==> config.mk <==
export PLATFORM = sky130hd
export DESIGN_NAME = spi_slave_fsm_burst_flat
export DESIGN_NICKNAME = d
export VERILOG_FILES = /design/src/rtl/spi_pkg.sv /design/src/rtl/spi_slave_fsm_burst_if.sv /design/src/rtl/spi_bit_counter.sv /design/src/rtl/spi_slave_fsm_burst.sv /design/src/flat_wrapper.sv
export SDC_FILE = /design/constraint.sdc
export NUM_CORES = 1
export LEC_CHECK = 0
export ABC_AREA = 1
export BUFFER_PORTS_ARGS = -buffer_cell sky130_fd_sc_hd__buf_2
export CORE_MARGIN = 2
export CORE_UTILIZATION = 55
export CTS_BUF_LIST = sky130_fd_sc_hd__clkbuf_4
export DETAILED_ROUTE_END_ITERATION = 10
export GPL_TIMING_DRIVEN = 0
export PLACE_DENSITY_LB_ADDON = 0.15
export SLEW_MARGIN = 10
export SYNTH_ARGS = -nofsm -noshare
export SYNTH_HDL_FRONTEND = slang
export SYNTH_SLANG_ARGS = --single-unit
==> constraint.sdc <==
create_clock -name clk -period 2.05 [get_ports clk]
set_clock_uncertainty 0.15 [all_clocks]
set_input_delay 0.1025 -clock clk [delete_from_list [all_inputs] [get_ports clk]]
set_output_delay 0.1025 -clock clk [all_outputs]
set_load 0.1 [all_outputs]
==> src/rtl/spi_pkg.sv <==
// Shared types and constants for the burst-capable SPI slave controller.
package spi_pkg;

    typedef enum logic [3:0] {
        IDLE         = 4'd0,
        GET_HDR      = 4'd1,
        GOT          = 4'd2,
        READ_WAIT    = 4'd3,
        READ_LOAD    = 4'd4,
        READ_OUT     = 4'd5,
        WRITE_IN     = 4'd6,
        WRITE_COMMIT = 4'd7,
        WRITE_INC    = 4'd8
    } state_t;

    localparam logic RW_READ = 1'b1;

    // States in which qualified SCLK edges advance the bit counter.
    function automatic logic is_shift_state(input state_t s);
        return (s == GET_HDR) || (s == READ_OUT) || (s == WRITE_IN);
    endfunction

endpackage

==> src/rtl/spi_slave_fsm_burst_if.sv <==
// Handshake/strobe bundle between the SPI input conditioner/datapath and the controller FSM.
interface spi_slave_fsm_burst_if #(
    parameter int unsigned BURST_W = 8
);
    logic               cs;
    logic               sclk_pos;
    logic               rw;
    logic               sr_we;
    logic               dm_we;
    logic               addr_we;
    logic               addr_inc;
    logic               miso_en;
    logic               busy;
    logic [3:0]         state;
    logic [BURST_W-1:0] burst_count;

    modport slave (
        input  cs, sclk_pos, rw,
        output sr_we, dm_we, addr_we, addr_inc, miso_en, busy, state, burst_count
    );

    modport master (
        output cs, sclk_pos, rw,
        input  sr_we, dm_we, addr_we, addr_inc, miso_en, busy, state, burst_count
    );
endinterface

==> src/rtl/spi_bit_counter.sv <==
// Counts qualified SCLK rising edges and flags the edge that completes a field.
module spi_bit_counter #(
    parameter int unsigned CNT_W = 5
) (
    input  logic             clk,
    input  logic             reset,
    input  logic             i_clr,
    input  logic             i_en,
    input  logic [CNT_W-1:0] i_term,
    output logic             o_last
);

    logic [CNT_W-1:0] r_cnt;

    // Clear dominates the edge enable so a field always starts from zero.
    always_ff @(posedge clk) begin
        if (reset || i_clr) begin
            r_cnt <= '0;
        end else if (i_en) begin
            r_cnt <= r_cnt + 1'b1;
        end
    end

    // High on the edge that brings the count up to the terminal value.
    assign o_last = i_en && !i_clr && ((r_cnt + 1'b1) == i_term);

endmodule

==> src/rtl/spi_slave_fsm_burst.sv <==
// SPI slave control FSM: header decode then unbounded auto-incrementing burst until CS rises.
module spi_slave_fsm_burst
    import spi_pkg::*;
#(
    parameter int unsigned ADDR_BITS = 7,
    parameter int unsigned DATA_BITS = 8,
    parameter int unsigned CNT_W     = 5,
    parameter int unsigned BURST_W   = 8
) (
    input  logic                  clk,
    input  logic                  reset,
    spi_slave_fsm_burst_if.slave  bus
);

    state_t             r_state;
    logic               r_sr_we;
    logic               r_dm_we;
    logic               r_addr_we;
    logic               r_addr_inc;
    logic               r_miso_en;
    logic               r_busy;
    logic [BURST_W-1:0] r_burst;

    logic               w_cnt_clr;
    logic               w_last;
    logic [CNT_W-1:0]   w_term;

    // Counter is held at zero outside shifting states, so every entry starts a fresh field.
    assign w_cnt_clr = !is_shift_state(r_state);
    assign w_term    = (r_state == GET_HDR) ? CNT_W'(ADDR_BITS + 1) : CNT_W'(DATA_BITS);

    spi_bit_counter #(
        .CNT_W (CNT_W)
    ) u_bit_counter (
        .clk    (clk),
        .reset  (reset),
        .i_clr  (w_cnt_clr),
        .i_en   (bus.sclk_pos),
        .i_term (w_term),
        .o_last (w_last)
    );

    // Strobes are registered on the edge that enters their state, so a CS abort
    // seen in a state cancels only what the following state would have driven;
    // dm_we is already out during WRITE_COMMIT and therefore survives.
    always_ff @(posedge clk) begin
        if (reset) begin
            r_state    <= IDLE;
            r_sr_we    <= 1'b0;
            r_dm_we    <= 1'b0;
            r_addr_we  <= 1'b0;
            r_addr_inc <= 1'b0;
            r_miso_en  <= 1'b0;
            r_busy     <= 1'b0;
            r_burst    <= '0;
        end else begin
            r_sr_we    <= 1'b0;
            r_dm_we    <= 1'b0;
            r_addr_we  <= 1'b0;
            r_addr_inc <= 1'b0;
            if (r_state != IDLE && bus.cs) begin
                r_state   <= IDLE;
                r_miso_en <= 1'b0;
                r_busy    <= 1'b0;
            end else begin
                case (r_state)
                    IDLE: begin
                        r_miso_en <= 1'b0;
                        if (!bus.cs) begin
                            r_state <= GET_HDR;
                            r_busy  <= 1'b1;
                            r_burst <= '0;
                        end
                    end
                    GET_HDR: begin
                        if (w_last) begin
                            r_state   <= GOT;
                            r_addr_we <= 1'b1;
                        end
                    end
                    GOT: begin
                        r_state <= (bus.rw == RW_READ) ? READ_WAIT : WRITE_IN;
                    end
                    READ_WAIT: begin
                        r_state <= READ_LOAD;
                        r_sr_we <= 1'b1;
                    end
                    READ_LOAD: begin
                        r_state   <= READ_OUT;
                        r_miso_en <= 1'b1;
                    end
                    READ_OUT: begin
                        if (w_last) begin
                            r_state    <= READ_WAIT;
                            r_miso_en  <= 1'b0;
                            r_addr_inc <= 1'b1;
                            if (r_burst != '1) r_burst <= r_burst + 1'b1;
                        end
                    end
                    WRITE_IN: begin
                        if (w_last) begin
                            r_state <= WRITE_COMMIT;
                            r_dm_we <= 1'b1;
                        end
                    end
                    WRITE_COMMIT: begin
                        r_state    <= WRITE_INC;
                        r_addr_inc <= 1'b1;
                        if (r_burst != '1) r_burst <= r_burst + 1'b1;
                    end
                    WRITE_INC: begin
                        r_state <= WRITE_IN;
                    end
                    default: begin
                        r_state   <= IDLE;
                        r_miso_en <= 1'b0;
                        r_busy    <= 1'b0;
                    end
                endcase
            end
        end
    end

    assign bus.sr_we       = r_sr_we;
    assign bus.dm_we       = r_dm_we;
    assign bus.addr_we     = r_addr_we;
    assign bus.addr_inc    = r_addr_inc;
    assign bus.miso_en     = r_miso_en;
    assign bus.busy        = r_busy;
    assign bus.state       = r_state;
    assign bus.burst_count = r_burst;

endmodule

==> src/flat_wrapper.sv <==
// flat-port wrapper written by rule: the top's interface ports become plain ports
module spi_slave_fsm_burst_flat import spi_pkg::*;
#(
    parameter int unsigned ADDR_BITS = 7,
    parameter int unsigned DATA_BITS = 8,
    parameter int unsigned CNT_W     = 5,
    parameter int unsigned BURST_W   = 8
)
  (clk, reset, bus_cs, bus_sclk_pos, bus_rw, bus_sr_we, bus_dm_we, bus_addr_we, bus_addr_inc, bus_miso_en, bus_busy, bus_state, bus_burst_count);
  spi_slave_fsm_burst_if #(.BURST_W(BURST_W)) bus_i ();
  input  logic clk;
  input  logic reset;
  input wire logic [$bits(bus_i.cs)-1:0] bus_cs;
  input wire logic [$bits(bus_i.sclk_pos)-1:0] bus_sclk_pos;
  input wire logic [$bits(bus_i.rw)-1:0] bus_rw;
  output wire logic [$bits(bus_i.sr_we)-1:0] bus_sr_we;
  output wire logic [$bits(bus_i.dm_we)-1:0] bus_dm_we;
  output wire logic [$bits(bus_i.addr_we)-1:0] bus_addr_we;
  output wire logic [$bits(bus_i.addr_inc)-1:0] bus_addr_inc;
  output wire logic [$bits(bus_i.miso_en)-1:0] bus_miso_en;
  output wire logic [$bits(bus_i.busy)-1:0] bus_busy;
  output wire logic [$bits(bus_i.state)-1:0] bus_state;
  output wire logic [$bits(bus_i.burst_count)-1:0] bus_burst_count;
  assign bus_i.cs = bus_cs;
  assign bus_i.sclk_pos = bus_sclk_pos;
  assign bus_i.rw = bus_rw;
  assign bus_sr_we = bus_i.sr_we;
  assign bus_dm_we = bus_i.dm_we;
  assign bus_addr_we = bus_i.addr_we;
  assign bus_addr_inc = bus_i.addr_inc;
  assign bus_miso_en = bus_i.miso_en;
  assign bus_busy = bus_i.busy;
  assign bus_state = bus_i.state;
  assign bus_burst_count = bus_i.burst_count;
  spi_slave_fsm_burst #(.ADDR_BITS(ADDR_BITS), .DATA_BITS(DATA_BITS), .CNT_W(CNT_W), .BURST_W(BURST_W)) u_core (.clk(clk), .reset(reset), .bus(bus_i));
endmodule
==> out/results.tsv <==
metric	value	unit
post-layout instance area	1612	um2
f_max	538.0	MHz
Post-Synthesis Cells	210	
Post-CTS Repair Setup Buffers	0	
sequential area share after synthesis	32.95	%
DRC	0	
static leakage	0.7234	nW
dpl cells	261	
combinational share of power	65.7	%
Core Area	2432	um2
largest cells by area after synthesis	dfxtp_1, nand2_1, nand3_1	
worst setup margin	0.1914	ns
setup TNS	0	ns
mean post-synth cell area	6.655	um2
gr ovfl total	0	
Setup Viol. Count Final	0	
Vias/cell	5.180	
DR iter-0 viols	27	
Reg power frac	26.3	%
RePlAce Congestion	0.8705	
Fillers	228	
GRT Util Overall	21.89	%
Internal	1.044	mW
worst reg2reg path depth	11	
root buf cell	clkbuf_4	
Antenna Nets Post-Route	0	
maximum vdd drop	1.453	mV
Synth cell types	28	
CTS sink count	23	
overall power	2.569	mW
final wirelength	3090	um
CTS Buffer Depth	2	
R2R Setup Slk	0.19	ns
Top FF cell, synth	dfxtp_1	
drt pass-1 iters	4	
htree depth	1	
measured slew at the worst slew-check pin	0.4867	ns
HPWL Detailed	2328	um
most common cell in the netlist	nand2_1	
Psw	1.525	mW
Synth Register Bits	23	
worst min-delay path category	in -> reg	
Critical Path Source Type	flip-flop	
initial antenna violation count	0	
worst-path maximum fanout	10	
Worst Setup SP	u_core.u_bit_counter.r_cnt[0]	
Synth top area share	32.95	%
Worst EP required	2.11	ns
Worst EP arrival	1.92	ns
Placement Setup Slack	0.1382	ns
status	finished, final reports clean	
nets	246	
Area after DPL	1556	um2
Die Span Y	54.41	um
Power per Cell Area	1594	nW/um2
most instantiated cells after synthesis	nand2_1, nor2_1, nand3_1	
Slew Limit Fails	0	
Ys Warns	0	
ys async rst share	0	%
WL/cell	11.57	um
share of layout cells above drive strength 1	26.16	%
final core utilization	66.26	%
CP Capture Type	flip-flop	
vias in the first global route	1170	
area delta synth->final	15.31	%
Post-synth EDFFs	0	
CTS tree	done	
Clk pwr share	8.0	%
critical path type	reg -> reg	
CTS Buf Count	3	
final worst path period share	90.67	%
FF-to-FF End	u_core.bus.burst_count[7]	
Clk pin slew, worst setup/hold paths	0.13	ns
I/O pin total	23	
maxcap violations	0	
DIE AREA	2960	um2
DIE WIDTH	54.41	um
ANT cells	0	
synthesized net count	218	
Cell Area, Synth	1398	um2
crit path time final	1.859	ns
first-pass GRT wire length	4823	um
port bufs	21	
Starting Density	57.46	%
RSZ-0062 raised after global routing	false	
largest net degree at the start of global routing	14	
post-route insts no fill	267	
Switching Fraction	59.37	%
Hold Fails Final Rpt	0	
Synth area leader	dfxtp_1	
routed vias	1383	
final hold slack	0.01060	ns
Clk Latency, worst-skew pair	0.30	ns
row count	18	
Rel. slew slack	67.78	%
end of the critical path	u_core.bus.burst_count[7]	
FF-to-FF Start	u_core.u_bit_counter.r_cnt[0]	
## state kept, by name, indices dropped and copies added (netlist names)
signal                      cells
u_core.bus.sr_we                1
u_core.bus.state                4
u_core.bus.busy                 1
u_core.u_bit_counter.r_cnt      5
u_core.bus.miso_en              1
u_core.bus.addr_inc             1
u_core.bus.burst_count          8
u_core.bus.dm_we                1
u_core.bus.addr_we              1
## critical path, cell delays in order (launching register included)
cell	delay, ns
dfxtp_2	0.40
ha_2	0.22
nand3_1	0.08
nand2_1	0.07
nand2_1	0.08
nor2_1	0.17
nand3_2	0.15
nand2_4	0.13
buf_6	0.15
nand3_1	0.07
nand2_1	0.06
nor2_1	0.04
## layer usage
metal  up-vias  routed length (um)  track usage (%)
met2        36                1564            39.76
met3         2                 140            2.459
met1       613                1369            27.42
met5         -                   0                0
li1        732                   -                -
met4         0                  15            5.000
## kinds of logic (layout without fill, tap and decap cells)
group	count (synthesis)	after routing	share of synthesized area [%]
buffers and inverters	33	60	10.03
adder cells (fa/ha/maj)	3	3	2.686
flip-flops	23	23	32.95
XOR/XNOR	1	1	0.6268
AO/OA/AOI/OAI	25	25	11.64
AND/OR/NAND/NOR	125	125	42.08
## placed cells by master, fill, tap and decap left out, types with 6 or more instances in the layout
master   netlist  routed
nor2_1        30      29
nand3_1       26      26
a21oi_1       14      14
dfxtp_2        0       9
nand2_1       48      48
buf_2          1      22
inv_1         23      23
inv_2          6       6
dfxtp_1       23      12
## how the worst min path moves through the flow
stage / end / depth (start not counted) / slack, ns / from
6_report: u_core.bus.state[1] / 4 / 0.01 / bus_cs
5_1_grt: u_core.bus.state[1] / 4 / 0.02 / bus_cs
4_1_cts: u_core.bus.state[1] / 4 / 0.006 / bus_cs
3_5_place_dp: u_core.bus.burst_count[6] / 2 / 0.17 / reset
3_3_place_gp: u_core.bus.burst_count[6] / 2 / 0.17 / reset
2_1_floorplan: u_core.bus.burst_count[6] / 1 / 0.01 / reset
## what timing repair did
action                                 in CTS  in global routing
resized for setup                           0                  4
endpoints found under the hold margin       8                  0
setup endpoints to repair                   0                  8
hold buffers                                2                  0
## power groups by stage
stage,clock [mW],combinational [mW],sequential [mW]
after CTS,0.213,1.68,0.673
after detailed placement,0,1.68,0.684
after floorplan,0,0.818,1.28
final,0.205,1.69,0.676
after global placement,0,1.65,0.676
after global routing,0.233,1.82,0.689
## cell type report
type	count	area, um2	area share, %
Buffer	3	27.53	1.708
Clock buffer	3	22.52	1.398
Clock inverter	1	5.005	0.3106
Inverter	30	112.6	6.988
Multi-Input combinational cell	154	802.0	49.77
Sequential cell	23	479.2	29.74
Tap cell	30	37.54	2.329
Timing Repair Buffer	23	125.1	7.764
No activity file was read; power rests on OpenSTA's default activity.
